`config.mk`:
```
export PLATFORM = sky130hd
export DESIGN_NAME = dpr_op_sequencer
export DESIGN_NICKNAME = d
export VERILOG_FILES = /design/src/rtl/dpr_seq_pkg.sv /design/src/rtl/dpr_op_sequencer.sv
export SDC_FILE = /design/constraint.sdc
export NUM_CORES = 1
export LEC_CHECK = 0
export CAP_MARGIN = 20
export CORE_ASPECT_RATIO = 1.5
export CORE_MARGIN = 4
export CORE_UTILIZATION = 37
export DETAILED_ROUTE_END_ITERATION = 6
export PLACE_DENSITY_LB_ADDON = 0.08
export SETUP_SLACK_MARGIN = 0.1
export SLEW_MARGIN = 20
export SYNTH_ARGS = -nofsm -noshare
export SYNTH_HDL_FRONTEND = slang
export SYNTH_SLANG_ARGS = --single-unit
```
`constraint.sdc`:
```
create_clock -name clk -period 1.6 [get_ports clk]
set_input_delay 0.4 -clock clk [delete_from_list [all_inputs] [get_ports clk]]
set_output_delay 0.4 -clock clk [all_outputs]
set_load 0.05 [all_outputs]
```
`src/rtl/dpr_seq_pkg.sv`:
```
// Shared definitions for the DPR op sequencer: datapath op codes, FSM state
// encoding and the per-op settle latency helper.
package dpr_seq_pkg;

  localparam int OP_ADD = 0;
  localparam int OP_DEC = 1;
  localparam int OP_DIV = 2;
  localparam int OP_INC = 3;
  localparam int OP_MOD = 4;
  localparam int OP_MUL = 5;
  localparam int OP_MUX = 6;
  localparam int OP_REG = 7;
  localparam int OP_SHL = 8;
  localparam int OP_SHR = 9;
  localparam int OP_SUB = 10;

  localparam int NUM_OPS = 11;

  typedef enum logic [1:0] {
    ST_IDLE      = 2'd0,
    ST_EXEC      = 2'd1,
    ST_RESP      = 2'd2,
    ST_DECOUPLED = 2'd3
  } state_e;

  // The REG module adds a pipeline stage, so it settles later than the combinational RMs.
  function automatic int op_latency(input int op, input int lat_comb, input int lat_reg);
    return (op == OP_REG) ? lat_reg : lat_comb;
  endfunction

endpackage

```
`src/rtl/dpr_op_sequencer.sv`:
```
// Issues one op at a time to the reconfigurable datapath, waits its settle
// latency, returns the captured result, and quiesces the datapath for reconfiguration.
module dpr_op_sequencer #(
  parameter int DATAWIDTH = 16,
  parameter int OPWIDTH   = 5,
  parameter int NUM_OPS   = dpr_seq_pkg::NUM_OPS,
  parameter int LAT_COMB  = 2,
  parameter int LAT_REG   = 3
) (
  input  logic                 clk,
  input  logic                 rst,
  input  logic                 cmd_valid,
  output logic                 cmd_ready,
  input  logic [OPWIDTH-1:0]   cmd_op,
  input  logic [DATAWIDTH-1:0] cmd_a,
  input  logic [DATAWIDTH-1:0] cmd_b,
  input  logic                 cmd_mux_sel,
  output logic                 rsp_valid,
  input  logic                 rsp_ready,
  output logic [DATAWIDTH-1:0] rsp_data,
  output logic                 rsp_err,
  output logic                 rsp_lt,
  output logic                 rsp_gt,
  output logic                 rsp_eq,
  output logic [OPWIDTH-1:0]   dp_op_sel,
  output logic [DATAWIDTH-1:0] dp_a,
  output logic [DATAWIDTH-1:0] dp_b,
  output logic                 dp_mux_sel,
  input  logic [DATAWIDTH-1:0] dp_out,
  input  logic                 dp_lt,
  input  logic                 dp_gt,
  input  logic                 dp_eq,
  output logic                 dp_isolate,
  input  logic                 rcfg_req,
  output logic                 rcfg_ack,
  output logic                 busy
);
  import dpr_seq_pkg::*;

  localparam int LAT_MAX = (LAT_COMB > LAT_REG) ? LAT_COMB : LAT_REG;
  localparam int CNT_W   = $clog2(LAT_MAX + 1);

  state_e               state_reg, state_next;
  logic [CNT_W-1:0]     cnt_reg, cnt_next;
  logic                 live_reg;
  logic [OPWIDTH-1:0]   op_next;
  logic [DATAWIDTH-1:0] a_next, b_next, data_next;
  logic                 mux_next, valid_next, err_next, lt_next, gt_next, eq_next;
  logic                 accept, op_legal;

  // live_reg keeps cmd_ready low while reset is asserted, even though state is IDLE.
  assign cmd_ready = live_reg && (state_reg == ST_IDLE) && !rcfg_req;
  assign accept    = cmd_valid && cmd_ready;
  assign op_legal  = int'(cmd_op) < NUM_OPS;

  always_comb begin
    state_next = state_reg;
    cnt_next   = cnt_reg;
    op_next    = dp_op_sel;
    a_next     = dp_a;
    b_next     = dp_b;
    mux_next   = dp_mux_sel;
    valid_next = rsp_valid;
    data_next  = rsp_data;
    err_next   = rsp_err;
    lt_next    = rsp_lt;
    gt_next    = rsp_gt;
    eq_next    = rsp_eq;

    case (state_reg)
      ST_IDLE: begin
        if (rcfg_req) begin
          state_next = ST_DECOUPLED;
        end else if (accept) begin
          if (op_legal) begin
            op_next    = cmd_op;
            a_next     = cmd_a;
            b_next     = cmd_b;
            mux_next   = cmd_mux_sel;
            cnt_next   = CNT_W'(op_latency(int'(cmd_op), LAT_COMB, LAT_REG));
            state_next = ST_EXEC;
          end else begin
            // Illegal codes never reach the datapath; answer immediately with an error.
            valid_next = 1'b1;
            data_next  = '0;
            err_next   = 1'b1;
            lt_next    = 1'b0;
            gt_next    = 1'b0;
            eq_next    = 1'b0;
            state_next = ST_RESP;
          end
        end
      end
      ST_EXEC: begin
        if (cnt_reg == CNT_W'(1)) begin
          valid_next = 1'b1;
          data_next  = dp_out;
          err_next   = 1'b0;
          lt_next    = dp_lt;
          gt_next    = dp_gt;
          eq_next    = dp_eq;
          state_next = ST_RESP;
        end else begin
          cnt_next = cnt_reg - CNT_W'(1);
        end
      end
      ST_RESP: begin
        if (rsp_ready) begin
          valid_next = 1'b0;
          state_next = ST_IDLE;
        end
      end
      ST_DECOUPLED: begin
        if (!rcfg_req) state_next = ST_IDLE;
      end
      default: state_next = ST_IDLE;
    endcase
  end

  always_ff @(posedge clk or negedge rst) begin
    if (!rst) begin
      state_reg  <= ST_IDLE;
      cnt_reg    <= '0;
      live_reg   <= 1'b0;
      dp_op_sel  <= '0;
      dp_a       <= '0;
      dp_b       <= '0;
      dp_mux_sel <= 1'b0;
      rsp_valid  <= 1'b0;
      rsp_data   <= '0;
      rsp_err    <= 1'b0;
      rsp_lt     <= 1'b0;
      rsp_gt     <= 1'b0;
      rsp_eq     <= 1'b0;
      busy       <= 1'b0;
      rcfg_ack   <= 1'b0;
      dp_isolate <= 1'b0;
    end else begin
      state_reg  <= state_next;
      cnt_reg    <= cnt_next;
      live_reg   <= 1'b1;
      dp_op_sel  <= op_next;
      dp_a       <= a_next;
      dp_b       <= b_next;
      dp_mux_sel <= mux_next;
      rsp_valid  <= valid_next;
      rsp_data   <= data_next;
      rsp_err    <= err_next;
      rsp_lt     <= lt_next;
      rsp_gt     <= gt_next;
      rsp_eq     <= eq_next;
      busy       <= (state_next != ST_IDLE);
      rcfg_ack   <= (state_next == ST_DECOUPLED);
      dp_isolate <= (state_next == ST_DECOUPLED);
    end
  end

endmodule

```
==> summary.txt, run 1 <==
Post-synthesis simple-gate area fraction = 5.72%
Crit path time final = 1780 ps
Syn Area/Cell = 14.6 µm²
Setup crit start kind = flip-flop
Post-Syn Instances = 178
NumNets Final = 410
Adder-cell share of the synthesized area = 0.481%
Final Util = 78.0%
Vias = 2193
CTS Buffer Depth = 2
Max incr delay on CP = 390 ps
RD Place Congestion = 0.842
Initial antenna violation count = 0
Fmax = 562 MHz
Register Area = 0.00165 mm²
First-pass GRT wire length = 13300 µm
YS warnings = 0
# DRC = 0
N_diodes = 0
Synthesis-to-layout area growth = 105%
Setup violators final = 65
Gr usage total = 20.5%
Area of the multi-input gates = 0.00101 mm²
Synth Area in XOR/XNOR = 0%
Starting Density = 38.0%
Skew-Pair Late Insertion Delay = 330 ps
Pin count of the biggest net entering global routing = 33
# H-tree levels = 3
Status = finished, violations left
Final cell count without fillers = 430
Maximum vdd drop = 1.35 mV
Register area share after synthesis = 63.4%
Failing checks = setup timing
Drt pass-1 iters = 4
Die H = 111 µm
Cells after DPL = 388
Final HPWL DP = 5270 µm
Critical path's top delay family = buffers and inverters
Average wire per standard cell = 19.9 µm
Port bufs = 124
GR Overflow Total = 0
Part of the cycle the worst path needs = 111%
Critical Path AT = 1990 ps
Filler Cell Count = 407
CP endpoint kind = flip-flop
Largest family of logic cells by synthesized area = multiplexers
FP Rows = 37
Worst EP required = 1810 ps
Crit-path slowest cell = dfrtp_1
Starting DRT DRC Count = 92
Synth Area in Compound Gates = 10.1%
Core ar. = 0.00685 mm²
Slew Limit Fails = 0
Total Die Area = 0.00847 mm²
Synthesized area = 0.00260 mm²
FF+latch count, synth = 66
Vias in the first global route = 2477
CP dominant cell by count = buf_4
Crit-path cells = buf_6 -> nor3_4 -> buf_4 -> o211ai_1 -> buf_4 -> buf_16 -> mux2_4
Area leader, netlist = dfrtp_1
Layout cell share with drive strength beyond 1 = 51.4%
Final hold violation count = 0
Synth Net Count = 241
Pwr dens = 2220 mW/mm²
Top-area cell type share of the netlist area = 63.4%
Place WS = -667 ps
Clock transition at the registers of the reported paths = 80 ps
Hold Crit Class = in -> async
Die X = 76.5 µm
CTS tree = yes
Max_cap viols = 0
Flop-to-flop setup slack = -180 ps
Clock root buffer master = clkbuf_8
Clock sinks = 66
Min setup slack post-route = -178 ps
Post-synthesis mux area share = 16.8%
Top Registers = dp_a (16), dp_b (16), rsp_data (16)
CP Class = reg -> reg
Cell variety after synth = 36
Largest cells by area after synthesis = dfrtp_1 (63%), mux2_2 (15%), a22o_1 (4.7%), a22o_2 (1.9%), mux2_1 (1.3%)
Clk_skew = 11.7 ps
CP bufs+invs = 4
Crit path max fanout = 6
Total CTS buffers = 9
Post-DR vias/cell = 5.10
Routed Wire Length = 8560 µm
RSZ-0062 raised after global routing = yes
IO Count = 125
Post-route ant nets = 0
LEAKAGE = 2.48 nW
-- synthesized netlist by cell type, drive strengths merged --
master and n:
a211oi 2, a21boi 1, a21o 1, a21oi 1, a221o 1, a22o 19
a32oi 1, and2 3, and3b 1, buf 7, clkbuf 4, conb 1
dfrtp 66, ha 1, inv 6, mux2 37, mux2i 2, nand2 3
nand4b 1, nor2 5, nor2b 2, nor3 3, nor3b 1, nor4 2
o211ai 1, o21ai 3, o32ai 1, or2 1, or3 1
-- repair_timing --
item                       in CTS  in global routing
hold endpoints to repair       10                  0
cloned                          8                  2
setup buffers                  13                  4
pin swaps                      14                  3
gates resized for setup        38                 14
setup endpoints to repair      66                 66
hold buffers                    1                  0
-- cell type report --
class	instances	area share, %
Tap cell	78	1.83
Inverter	6	0.422
Clock inverter	5	1.03
Clock buffer	11	2.46
Sequential cell	66	30.9
Multi-Input combinational cell	98	18.9
Timing Repair Buffer	166	44.5
-- metal layers --
metal | share of wire (%) | up-vias | global-route usage [%]
li1 | - | 982 | -
met1 | 36 | 1095 | 21.9
met2 | 54 | 97 | 36.3
met3 | 6.9 | 19 | 6.59
met4 | 2.8 | 0 | 9.07
met5 | 0 | - | 0
-- path summary, 6_finish.rpt --
check                                         startpoint                  endpoint  cells past startpoint
worst max-delay path              state_reg[1]$_DFF_PN0_      dp_a[11]$_DFFE_PN0P_                      7
worst min-delay path                                 rst   rsp_data[9]$_DFFE_PN0P_                      2
worst max register to register    state_reg[1]$_DFF_PN0_      dp_a[11]$_DFFE_PN0P_                      7
worst min register to register  rsp_data[12]$_DFFE_PN0P_  rsp_data[12]$_DFFE_PN0P_                      1
max in group asynchronous                            rst       dp_a[5]$_DFFE_PN0P_                      3
min in group clk                rsp_data[12]$_DFFE_PN0P_  rsp_data[12]$_DFFE_PN0P_                      1
-- cells in the final DEF (no fill, tap or decap), drive strengths merged, types with 2 or more instances in the layout --
master and instances:
mux2 37, dfrtp 66, clkinvlp 2, dlygate4sd2 6
clkbuf 13, nor2b 2, nor3 3, o21ai 3
nor4 2, a211oi 2, a22o 19, nor2 8
mux2i 2, inv 6, nand2 3, buf 103
clkdlybuf4s50 54, clkinv 2, and2 3
-- worst reg2reg max path: stages, from the launching register on --
cell and delay (ps):
dfrtp_1 390, buf_6 130, nor3_4 200, buf_4 130, o211ai_1 160, buf_4 220
buf_16 140, mux2_4 300
-- logic make-up after synthesis --
logic type,after synthesis
and+or+nand+nor,23
AOI/OAI and AO/OA,31
buffers and inverters,17
muxes,39
adders and majority gates,1
DFF,66
other,1
-- where the power goes --
group          switching [mW]  leakage [nW]  internal [mW]  total, mW
Combinational            3.58          1.55           3.80       7.37
Clock                   0.621        0.0893          0.716       1.34
Sequential              0.758         0.843           2.39       3.15
-- stage by stage --
stage	hold slack (ps)	power [mW]	cell area, µm²	TNS, ps
floorplan	104	6.22	2630	-1570
global placement	312	9.90	4700	-33610
detailed placement	316	10.0	4700	-35290
CTS	489	11.7	5230	-1920
global route	509	12.3	5340	-15070
finish	497	11.9	5340	-8750
Power figures use the tool's default switching activity.
==> inputs of run 2 (changes only) <==
--- a/config.mk
+++ b/config.mk
@@ -7,8 +7,8 @@
 export LEC_CHECK = 0
 export CAP_MARGIN = 20
 export CORE_ASPECT_RATIO = 1.5
-export CORE_MARGIN = 4
-export CORE_UTILIZATION = 37
+export CORE_MARGIN = 1.5
+export CORE_UTILIZATION = 35
 export DETAILED_ROUTE_END_ITERATION = 6
 export PLACE_DENSITY_LB_ADDON = 0.08
 export SETUP_SLACK_MARGIN = 0.1
==> run 2 against run 1 <==
Compared with the run above:
- the flow still finishes with violations (setup timing)
- setup slack gained 85 ps
- register-to-register slack improved by 90 ps
- combinational power fell by 1%
- sequential cell count is the same
- global-route usage is 0.30 points lower
- highest routed layer unchanged
- largest power group unchanged
- non-clock buffer count is the same
- wire length shrank 10%
==> summary.txt, run 2 (synthesized netlist as in run 1, its figures left out) <==
Filler Cell Count = 479 (was 407)
Drt pass-1 iters = 4 (unchanged)
Area of the multi-input gates = 0.00101 mm² (about the same)
Post-DR vias/cell = 4.78 (was 5.10)
Layout cell share with drive strength beyond 1 = 50.9% (was 51.4%)
Initial antenna violation count = 0 (unchanged)
Port bufs = 124 (unchanged)
Fmax = 591 MHz (was 562 MHz)
Die H = 109 µm (was 111 µm)
Clock root buffer master = clkbuf_8 (unchanged)
Crit path time final = 1690 ps (was 1780 ps)
Final Util = 73.9% (was 78.0%)
Total Die Area = 0.00798 mm² (was 0.00847 mm²)
Commonest non-fill, non-tap cell in the layout = buf_12 (unchanged)
Critical Path Start = state_reg[1]$_DFF_PN0_ (unchanged)
Maximum vdd drop = 1.29 mV (was 1.35 mV)
Min setup slack post-route = -92.7 ps (was -178 ps)
Crit path to = rsp_data[10]$_DFFE_PN0P_ (was dp_a[11]$_DFFE_PN0P_)
Starting Density = 36.0% (was 38.0%)
Final Instance Area = 0.00534 mm² (unchanged)
Critical path depth = 6 (was 7)
Placed cell area = 0.00471 mm² (was 0.00470 mm²)
IO Count = 125 (unchanged)
Starting DRT DRC Count = 79 (was 92)
# DRC = 0 (unchanged)
Post-CTS Hold Fix Bufs = 0 (was 1)
Sequential share of power = 27.2% (was 26.6%)
Hold_ws = 72.6 ps (was 497 ps)
Max incr delay on CP = 410 ps (was 390 ps)
Clock transition at the registers of the reported paths = 60 ps (was 80 ps)
LEAKAGE = 2.51 nW (was 2.48 nW)
FF-to-FF End = rsp_data[10]$_DFFE_PN0P_ (was dp_a[11]$_DFFE_PN0P_)
Total CTS buffers = 9 (unchanged)
GR Overflow Total = 0 (unchanged)
Synthesis-to-layout area growth = 105% (unchanged)
CP Class = reg -> reg (unchanged)
Crit-path cells = buf_4 -> or3_4 -> nor4_4 -> nor2_2 -> buf_6 -> a22o_2 (was buf_6 -> nor3_4 -> buf_4 -> o211ai_1 -> buf_4 -> buf_16 -> mux2_4)
Most frequent cells in the layout = buf_12 (68), dfrtp_1 (66), clkdlybuf4s50_1 (53), mux2_2 (23), buf_4 (23) (was buf_12 (68), dfrtp_1 (66), clkdlybuf4s50_1 (54), mux2_2 (32), buf_4 (20))
CTS Buffer Depth = 2 (unchanged)
Slew Limit Fails = 0 (unchanged)
Hold Crit Class = in -> async (unchanged)
Internal power = 6.82 mW (was 6.91 mW)
CTS tree = yes (unchanged)
Pwr dens = 2180 mW/mm² (was 2220 mW/mm²)
Clock Power Share = 10.3% (was 11.3%)
Clock sinks = 66 (unchanged)
Skew-Pair Late Insertion Delay = 340 ps (was 330 ps)
Post-route ant nets = 0 (unchanged)
FP Rows = 38 (was 37)
Core ar. = 0.00723 mm² (was 0.00685 mm²)
Crit path max fanout = 9 (was 6)
Final HPWL DP = 4950 µm (was 5270 µm)
Critical path's top delay family = simple AND/OR/NAND/NOR gates (was buffers and inverters)
Vias in the first global route = 2329 (was 2477)
CP bufs+invs = 2 (was 4)
Part of the cycle the worst path needs = 106% (was 111%)
Place WS = -574 ps (was -667 ps)
N_diodes = 0 (unchanged)
Crit-path slowest cell = dfrtp_1 (unchanged)
Net Sw Power = 4.83 mW (was 4.95 mW)
Critical Path AT = 1920 ps (was 1990 ps)
RSZ-0062 raised after global routing = yes (unchanged)
Gate power share = 62.5% (was 62.2%)
Flop-to-flop setup slack = -90 ps (was -180 ps)
Status = finished, violations left (unchanged)
RD Place Congestion = 0.882 (was 0.842)
Pin count of the biggest net entering global routing = 37 (was 33)
NumNets Final = 407 (was 410)
# H-tree levels = 3 (unchanged)
Register Area = 0.00165 mm² (unchanged)
First-pass GRT wire length = 11800 µm (was 13300 µm)
CP endpoint kind = flip-flop (unchanged)
Gr usage total = 20.2% (was 20.5%)
Worst EP required = 1830 ps (was 1810 ps)
Setup violators final = 56 (was 65)
Setup crit start kind = flip-flop (unchanged)
RR Startpoint = state_reg[1]$_DFF_PN0_ (unchanged)
Routed Wire Length = 7690 µm (was 8560 µm)
Vias = 2131 (was 2193)
Net Sw Frac = 41.4% (was 41.8%)
Final hold violation count = 0 (unchanged)
Max_cap viols = 0 (unchanged)
FF-to-FF path depth = 6 (was 7)
Clk_skew = 4.65 ps (was 11.7 ps)
Failing checks = setup timing (unchanged)
Die X = 73.4 µm (was 76.5 µm)
Average wire per standard cell = 17.2 µm (was 19.9 µm)
Top Registers = dp_a (16), dp_b (16), rsp_data (16) (unchanged)
-- run 2: changes by cell type in the layout (fill, tap and decap cells not counted), sizes merged --
cell,change
bufinv,-1
clkbuf,+2
clkinv,-2
clkdlybuf4s15,+1
clkinvlp,-2
buf,+1
dlygate4sd3,-1
nor2,-3
clkdlybuf4s50,-1
-- run 2: final cells by class --
type,instances,area share [%]
Multi-Input combinational cell,95,18.9
Clock buffer,13,2.97
Tap cell,100,2.34
Timing Repair Buffer,166,44.4
Inverter,6,0.422
Sequential cell,66,30.9
-- run 2: worst min-delay path by stage --
stage,end,slack [ps],cells past startpoint
floorplan,busy$_DFF_PN0_,100,0
CTS,rsp_data[1]$_DFFE_PN0P_,80,2
detailed placement,dp_op_sel[0]$_DFFE_PN0P_,440,2
global placement,dp_op_sel[0]$_DFFE_PN0P_,450,2
global route,rsp_data[8]$_DFFE_PN0P_,100,2
finish,busy$_DFF_PN0_,70,2
-- run 2: through the flow --
stage | power, mW | setup TNS, ps | instances
CTS | 11.5 | -441 | 443
global route | 12.1 | -5940 | 446
finish | 11.6 | -2490 | 446
floorplan | 6.22 | -1570 | 178
global placement | 9.89 | -32600 | 411
detailed placement | 10.0 | -34250 | 411
-- run 2: timing repair --
action | CTS | global route
resized for setup | 43 | 17
buffers inserted | 14 | 3
pin swaps | 6 | 5
setup endpoints to repair | 66 | 65
endpoints found under the hold margin | 0 | 0
gates cloned | 5 | 2
-- run 2: metal layers --
metal / global-route usage (%) / vias up / share of wire (%)
met5: 0 / - / 0
met4: 8.60 / 0 / 1.8
met3: 7.12 / 10 / 7.4
met2: 33.9 / 90 / 53
met1: 22.9 / 1067 / 37
li1: - / 964 / -
-- run 2: power by group through the flow --
stage | Sequential (mW) | Combinational (mW) | Clock, mW
6_report | 3.17 | 7.28 | 1.20
5_1_grt | 3.26 | 7.54 | 1.30
4_1_cts | 3.17 | 7.14 | 1.23
3_5_place_dp | 3.18 | 6.82 | 0
3_3_place_gp | 3.15 | 6.74 | 0
2_1_floorplan | 5.08 | 1.13 | 0
